## config.mk

```make
export PLATFORM = sky130hd
export DESIGN_NAME = kmap_sweep_ctrl
export DESIGN_NICKNAME = d
export VERILOG_FILES = /design/src/rtl/kmap_sweep_ctrl.sv
export SDC_FILE = /design/constraint.sdc
export NUM_CORES = 1
export LEC_CHECK = 0
export CORE_ASPECT_RATIO = 1.1
export CORE_UTILIZATION = 25
export DETAILED_ROUTE_END_ITERATION = 6
export GPL_TIMING_DRIVEN = 0
export HOLD_SLACK_MARGIN = 0.05
export SETUP_SLACK_MARGIN = 0.02
export SLEW_MARGIN = 10
export SYNTH_ARGS = -nofsm -noshare
export SYNTH_HDL_FRONTEND = slang
export SYNTH_SLANG_ARGS = --single-unit
```

## constraint.sdc

```tcl
create_clock -name clk -period 5.2 [get_ports clk]
set_input_delay 1.04 -clock clk [delete_from_list [all_inputs] [get_ports clk]]
set_output_delay 1.04 -clock clk [all_outputs]
set_load 0.01 [all_outputs]
```

## src/rtl/kmap_sweep_ctrl.sv

```systemverilog
// ---------------------------------------------------------------------------
// kmap_sweep_ctrl
//
// Purpose:
//   Synthesizable self-check engine for a combinational N_IN-input function
//   block. On start it walks x through every input vector, samples the
//   function output once per vector, builds the captured truth table and
//   counts how many minterms differ from a latched expected mask.
//
// Parameters:
//   N_IN   - width of the function input vector (sweep covers 2^N_IN vectors)
//   SETTLE - extra wait cycles per vector before sampling (0..15)
//
// Ports:
//   clk          in   rising-edge clock
//   rst_n        in   asynchronous active-low reset
//   start        in   begin a sweep (only looked at in IDLE)
//   abort        in   synchronous cancel of a running sweep
//   expected     in   expected minterm mask, bit i = expected out for x=i
//   f_in         in   output of the function block under test
//   x            out  vector driven to the function block, indexed [N_IN:1]
//   busy         out  high while a sweep is running or completing
//   done         out  one-cycle pulse at sweep completion
//   truth        out  captured truth table, bit i = f_in sampled for x=i
//   pass         out  truth == expected, valid from done onward
//   mismatch_cnt out  number of differing minterms
//
// Optional feature (macro KMAP_SWEEP_FIRSTERR_EN):
//   first_err    out  index of the first mismatching vector of the sweep
//   err_seen     out  a mismatch has been seen in the current sweep
// ---------------------------------------------------------------------------
module kmap_sweep_ctrl #(
    parameter int unsigned N_IN   = 4,
    parameter int unsigned SETTLE = 1
) (
    input  logic                   clk,
    input  logic                   rst_n,
    input  logic                   start,
    input  logic                   abort,
    input  logic [(1<<N_IN)-1:0]   expected,
    input  logic                   f_in,
    output logic [N_IN:1]          x,
    output logic                   busy,
    output logic                   done,
    output logic [(1<<N_IN)-1:0]   truth,
    output logic                   pass,
    output logic [N_IN:0]          mismatch_cnt
`ifdef KMAP_SWEEP_FIRSTERR_EN
    ,
    output logic [N_IN-1:0]        first_err,
    output logic                   err_seen
`endif
);

    localparam int unsigned    NV       = 1 << N_IN;
    localparam logic [3:0]     SETTLE_C = SETTLE[3:0];
    // idx is one bit wider than needed so the terminal compare never wraps
    localparam logic [N_IN:0]  LAST_IDX = (N_IN+1)'(NV - 1);
    localparam logic [N_IN:0]  ONE      = (N_IN+1)'(1);

    typedef enum logic [1:0] {
        IDLE,
        RUN,
        DONE
    } state_t;

    state_t              state;
    logic [N_IN:0]       idx;
    logic [3:0]          cnt;
    logic [NV-1:0]       exp_latched;

    logic [N_IN-1:0]     idx_lo;
    logic [N_IN:0]       idx_next;
    logic                miss;

    assign idx_lo   = idx[N_IN-1:0];
    assign idx_next = idx + ONE;
    assign miss     = f_in ^ exp_latched[idx_lo];

    // Single sequencer: all outputs are registered here, so f_in only ever
    // reaches outputs through a flop.
    always_ff @(posedge clk or negedge rst_n) begin
        if (!rst_n) begin
            state        <= IDLE;
            idx          <= '0;
            cnt          <= '0;
            exp_latched  <= '0;
            x            <= '0;
            busy         <= 1'b0;
            done         <= 1'b0;
            truth        <= '0;
            pass         <= 1'b0;
            mismatch_cnt <= '0;
`ifdef KMAP_SWEEP_FIRSTERR_EN
            first_err    <= '0;
            err_seen     <= 1'b0;
`endif
        end else begin
            done <= 1'b0;
            case (state)
                IDLE: begin
                    // busy stays high through the done cycle and drops here,
                    // unless start immediately re-arms a new sweep
                    busy <= 1'b0;
                    if (start) begin
                        state        <= RUN;
                        busy         <= 1'b1;
                        idx          <= '0;
                        cnt          <= '0;
                        x            <= '0;
                        exp_latched  <= expected;
                        truth        <= '0;
                        mismatch_cnt <= '0;
                        pass         <= 1'b0;
`ifdef KMAP_SWEEP_FIRSTERR_EN
                        first_err    <= '0;
                        err_seen     <= 1'b0;
`endif
                    end
                end

                RUN: begin
                    if (abort) begin
                        // abort wins over a same-cycle sample; partial
                        // truth and mismatch count are left as they are
                        state <= IDLE;
                        busy  <= 1'b0;
                        pass  <= 1'b0;
                    end else if (cnt != SETTLE_C) begin
                        cnt <= cnt + 4'd1;
                    end else begin
                        truth[idx_lo] <= f_in;
                        if (miss) begin
                            mismatch_cnt <= mismatch_cnt + ONE;
                        end
`ifdef KMAP_SWEEP_FIRSTERR_EN
                        if (miss && !err_seen) begin
                            first_err <= idx_lo;
                            err_seen  <= 1'b1;
                        end
`endif
                        cnt <= '0;
                        if (idx == LAST_IDX) begin
                            state <= DONE;
                        end else begin
                            idx <= idx_next;
                            x   <= idx_next[N_IN-1:0];
                        end
                    end
                end

                DONE: begin
                    done  <= 1'b1;
                    pass  <= (mismatch_cnt == '0);
                    state <= IDLE;
                end

                default: begin
                    state <= IDLE;
                end
            endcase
        end
    end

endmodule

```

==> qor.yml <==
yosys.area.top_type_share: 0.4901
async_reset_ff_frac: 1.000
first_global_vias: 1964
wire_length_of_the_first_global_routing_pass_mm: 9.735
layout.nets: 326
outcome: "finished clean"
fin_util: 0.3372
global_route.overflow_total: 0
layout_commonest_cell: "dfrtp_1"
power.density_nw_per_um2: 354.8
final.setup_skew_ns: 0.008247
min_path_type: "reg -> reg"
detail_route.wirelength_mm: 5.925
fp.dieArea_um2: 10830
place_congestion: 0.7673
drt_iter0_drc: 82
reg2reg_slack_ns: 2.67
maxClockFrequency_mhz: 317.3
slowest_delay_ns: 0.53
critical_path_peak_fanout: 10
cts.hold.buffers_added: 0
worstPathArrival_ns: 3.33
critical_path_class: "in -> reg"
synth.net_count: 270
drcViolationCount: 0
cp-end-kind: "flip-flop"
detailroute.via_count: 2004
hold_depth: 1
number_of_sinks_on_the_clock_net: 51
switching_share: 0.3195
cap_viol_max_count: 0
filler_cell_count: 1014
detail_route.first_pass.iterations: 4
multiInputGateArea_um2: 1222
count_of_state_elements_after_synthesis: 51
synth-edff-count: 0
crit_path_cell_trace: "clkdlybuf4s50_1, nor4b_1, mux2i_1, or2_2, clkbuf_1, clkbuf_1, o21ai_0, o21ai_0"
drt-wirelength-per-cell_um: 14.21
cell_internal_pwr_w: 0.0008129
worst_skew_pair.late_latency_ns: 0.30
slew_violations: 0
synth_cells: 240
final.setup.tns_ns: 0
timing.max_slew.rel_slack: 0.4729
ir_drop_v: 0.0001726
post_cts_resize_count: 0
core_area_um2: 9985
synthesis.area_per_instance_um2: 10.85
fp-row-count: 38
ys.flop_type: "dfrtp_1"
global_route.usage.total: 0.1157
drt-vias-per-instance: 4.806
share_of_total_power_in_the_clock_network: 0.242
synth_sequential_area_ratio: 0.4901
timing.reg2reg.worst_path_depth: 9
timing.final.setup_violations: 0
cts_buffer_depth: 2
grt_start_max_net_pins: 28
p_comb_frac: 0.330
cts_root_buffer: "clkbuf_8"
period_needed_ns: 3.151
antennaDiodeCount: 0
synthToLayoutAreaGrowth_pct: 29.31
h-tree-depth: 2
tritoncts: "yes"
critical_path_required_ns: 5.38
cp_slowest_cell: "nor4b_1"
p_sw_w: 0.0003817
place.detailed.hpwl_mm: 4.517
yosysTopAreaCell: "dfrtp_1"
worstMarginPinSlew_ns: 0.7846
critical_path.reg2reg.endpoint: "truth[1]$_DFFE_PN0P_"
synthTopCellsByArea: "dfrtp_1 49%, o21ai_0 7.9%, mux2_2 6.9%, a21boi_0 4.3%, ha_1 4.3%"
power_leakage_nw: 1.384
rsz_0062_raised_after_global_routing: "no"
hold_start: "exp_latched[10]$_DFFE_PN0P_"
grt_antenna_before_repair: 0
chipHeight_um: 109.0
period_share: 0.6060
pin_count: 49
initial_utilization: 0.2608
path_clk_slew_ns: 0.09
yosysWarnings: 0
drive_gt1_frac: 0.1212
cts.repair_timing.setup_buffer_count: 0
final-seq-area_um2: 1276
fp.dieW_um: 99.31
ys_types: 39
hold_violations: 0
ant_nets: 0
cts_made_buffers: 5
port_buffers: 48
final_cell_mix: "51 x dfrtp_1, 47 x clkdlybuf4s50_1, 41 x o21ai_0, 18 x nand2_1, 16 x mux2_2"
seq_power_share: 0.428
reg2reg_from: "cnt[1]$_DFFE_PN0P_"
timing.critical_path.from_type: "primary input"
synthesis.area_um2: 2604
timing.hold.worst_endpoint: "exp_latched[10]$_DFFE_PN0P_"
[how the worst max path moves through the flow]
| stage | startpoint | endpoint | slack, ns | cells after the start |
|---|---|---|---|---|
| 3_3_place_gp | rst_n | cnt[1]$_DFFE_PN0P_ | 1.60 | 1 |
| 4_1_cts | abort | truth[1]$_DFFE_PN0P_ | 2.03 | 8 |
| 2_1_floorplan | abort | truth[0]$_DFFE_PN0P_ | 2.67 | 7 |
| 6_report | abort | truth[1]$_DFFE_PN0P_ | 2.05 | 8 |
| 5_1_grt | abort | truth[2]$_DFFE_PN0P_ | 1.84 | 8 |
| 3_5_place_dp | abort | truth[1]$_DFFE_PN0P_ | 1.72 | 8 |
[routing by layer]
metal / share of wire / vias to the layer above / global-route usage
li1: - / 974 / -
met1: 0.47 / 978 / 0.1493
met2: 0.48 / 48 / 0.1979
met3: 0.042 / 4 / 0.02308
met4: 0.0089 / 0 / 0.03151
met5: 0 / - / 0
[registers in the layout (all words and copies together), names as in the netlist]
signal	flops
busy	1
cnt	4
done	1
exp_latched	16
idx	2
mismatch_cnt	5
pass	1
state	2
truth	16
x	3
[final cells by class]
cell class | count | share of cell area
inverter | 7 | 0.007804
multi-input combinational | 167 | 0.3631
tap | 120 | 0.04459
clock buffer | 6 | 0.02453
timing repair buffer | 49 | 0.1472
buffer | 15 | 0.02341
clock inverter | 2 | 0.01041
sequential | 51 | 0.3790
[critical path, delay by kind of cell]
kind,cells,cell delay (ns)
multiplexers,1,0.18
buffers and inverters,3,0.96
AND/OR/NAND/NOR,2,0.83
AO/OA/AOI/OAI,2,0.32
[logic make-up (layout without fill, tap and decap cells)]
logic type / after synthesis / count (layout) / share of synthesized area
fa+ha+maj: 9 / 9 / 0.04325
xor+xnor: 4 / 4 / 0.02067
compound gates: 68 / 68 / 0.1567
flops: 51 / 51 / 0.4901
simple gates: 64 / 64 / 0.1269
buf+inv: 22 / 79 / 0.04037
mux: 22 / 22 / 0.1221
[cell usage after synthesis (2+ instances only)]
cell / count
a21boi_0: 15
and2_1: 2
and3_1: 2
buf_4: 4
clkbuf_1: 10
dfrtp_1: 51
ha_1: 9
inv_1: 7
mux2_2: 16
mux4_1: 4
nand2_1: 18
nand2b_1: 4
nand3_1: 11
nor2_1: 8
nor2b_1: 6
nor3_1: 2
nor3b_1: 2
o211ai_1: 3
o21ai_0: 41
or2_2: 2
or3_1: 2
or4_1: 2
xor2_1: 3
[stage by stage]
stage          total power (W)  setup WS [ns]  cell area, µm²  hold slack [ns]  cells
6_report              0.001195          2.049            3367           0.5125    417
5_1_grt               0.001273          1.839            3367           0.5268    417
2_1_floorplan        0.0007646          2.672            2604           0.4720    240
4_1_cts               0.001210          2.034            3367           0.5143    417
3_3_place_gp         0.0009056          1.598            3234           0.4827    408
3_5_place_dp         0.0009188          1.722            3249           0.4927    409
[power groups by stage]
| stage | clock network [W] | registers [W] | logic [W] |
|---|---|---|---|
| 5_1_grt | 0.000312 | 0.000523 | 0.000438 |
| 3_5_place_dp | 0 | 0.000521 | 0.000398 |
| 4_1_cts | 0.000298 | 0.000513 | 0.000399 |
| 6_report | 0.000289 | 0.000511 | 0.000394 |
| 2_1_floorplan | 0 | 0.000513 | 0.000252 |
| 3_3_place_gp | 0 | 0.000516 | 0.000390 |
Power figures use the tool's default switching activity.
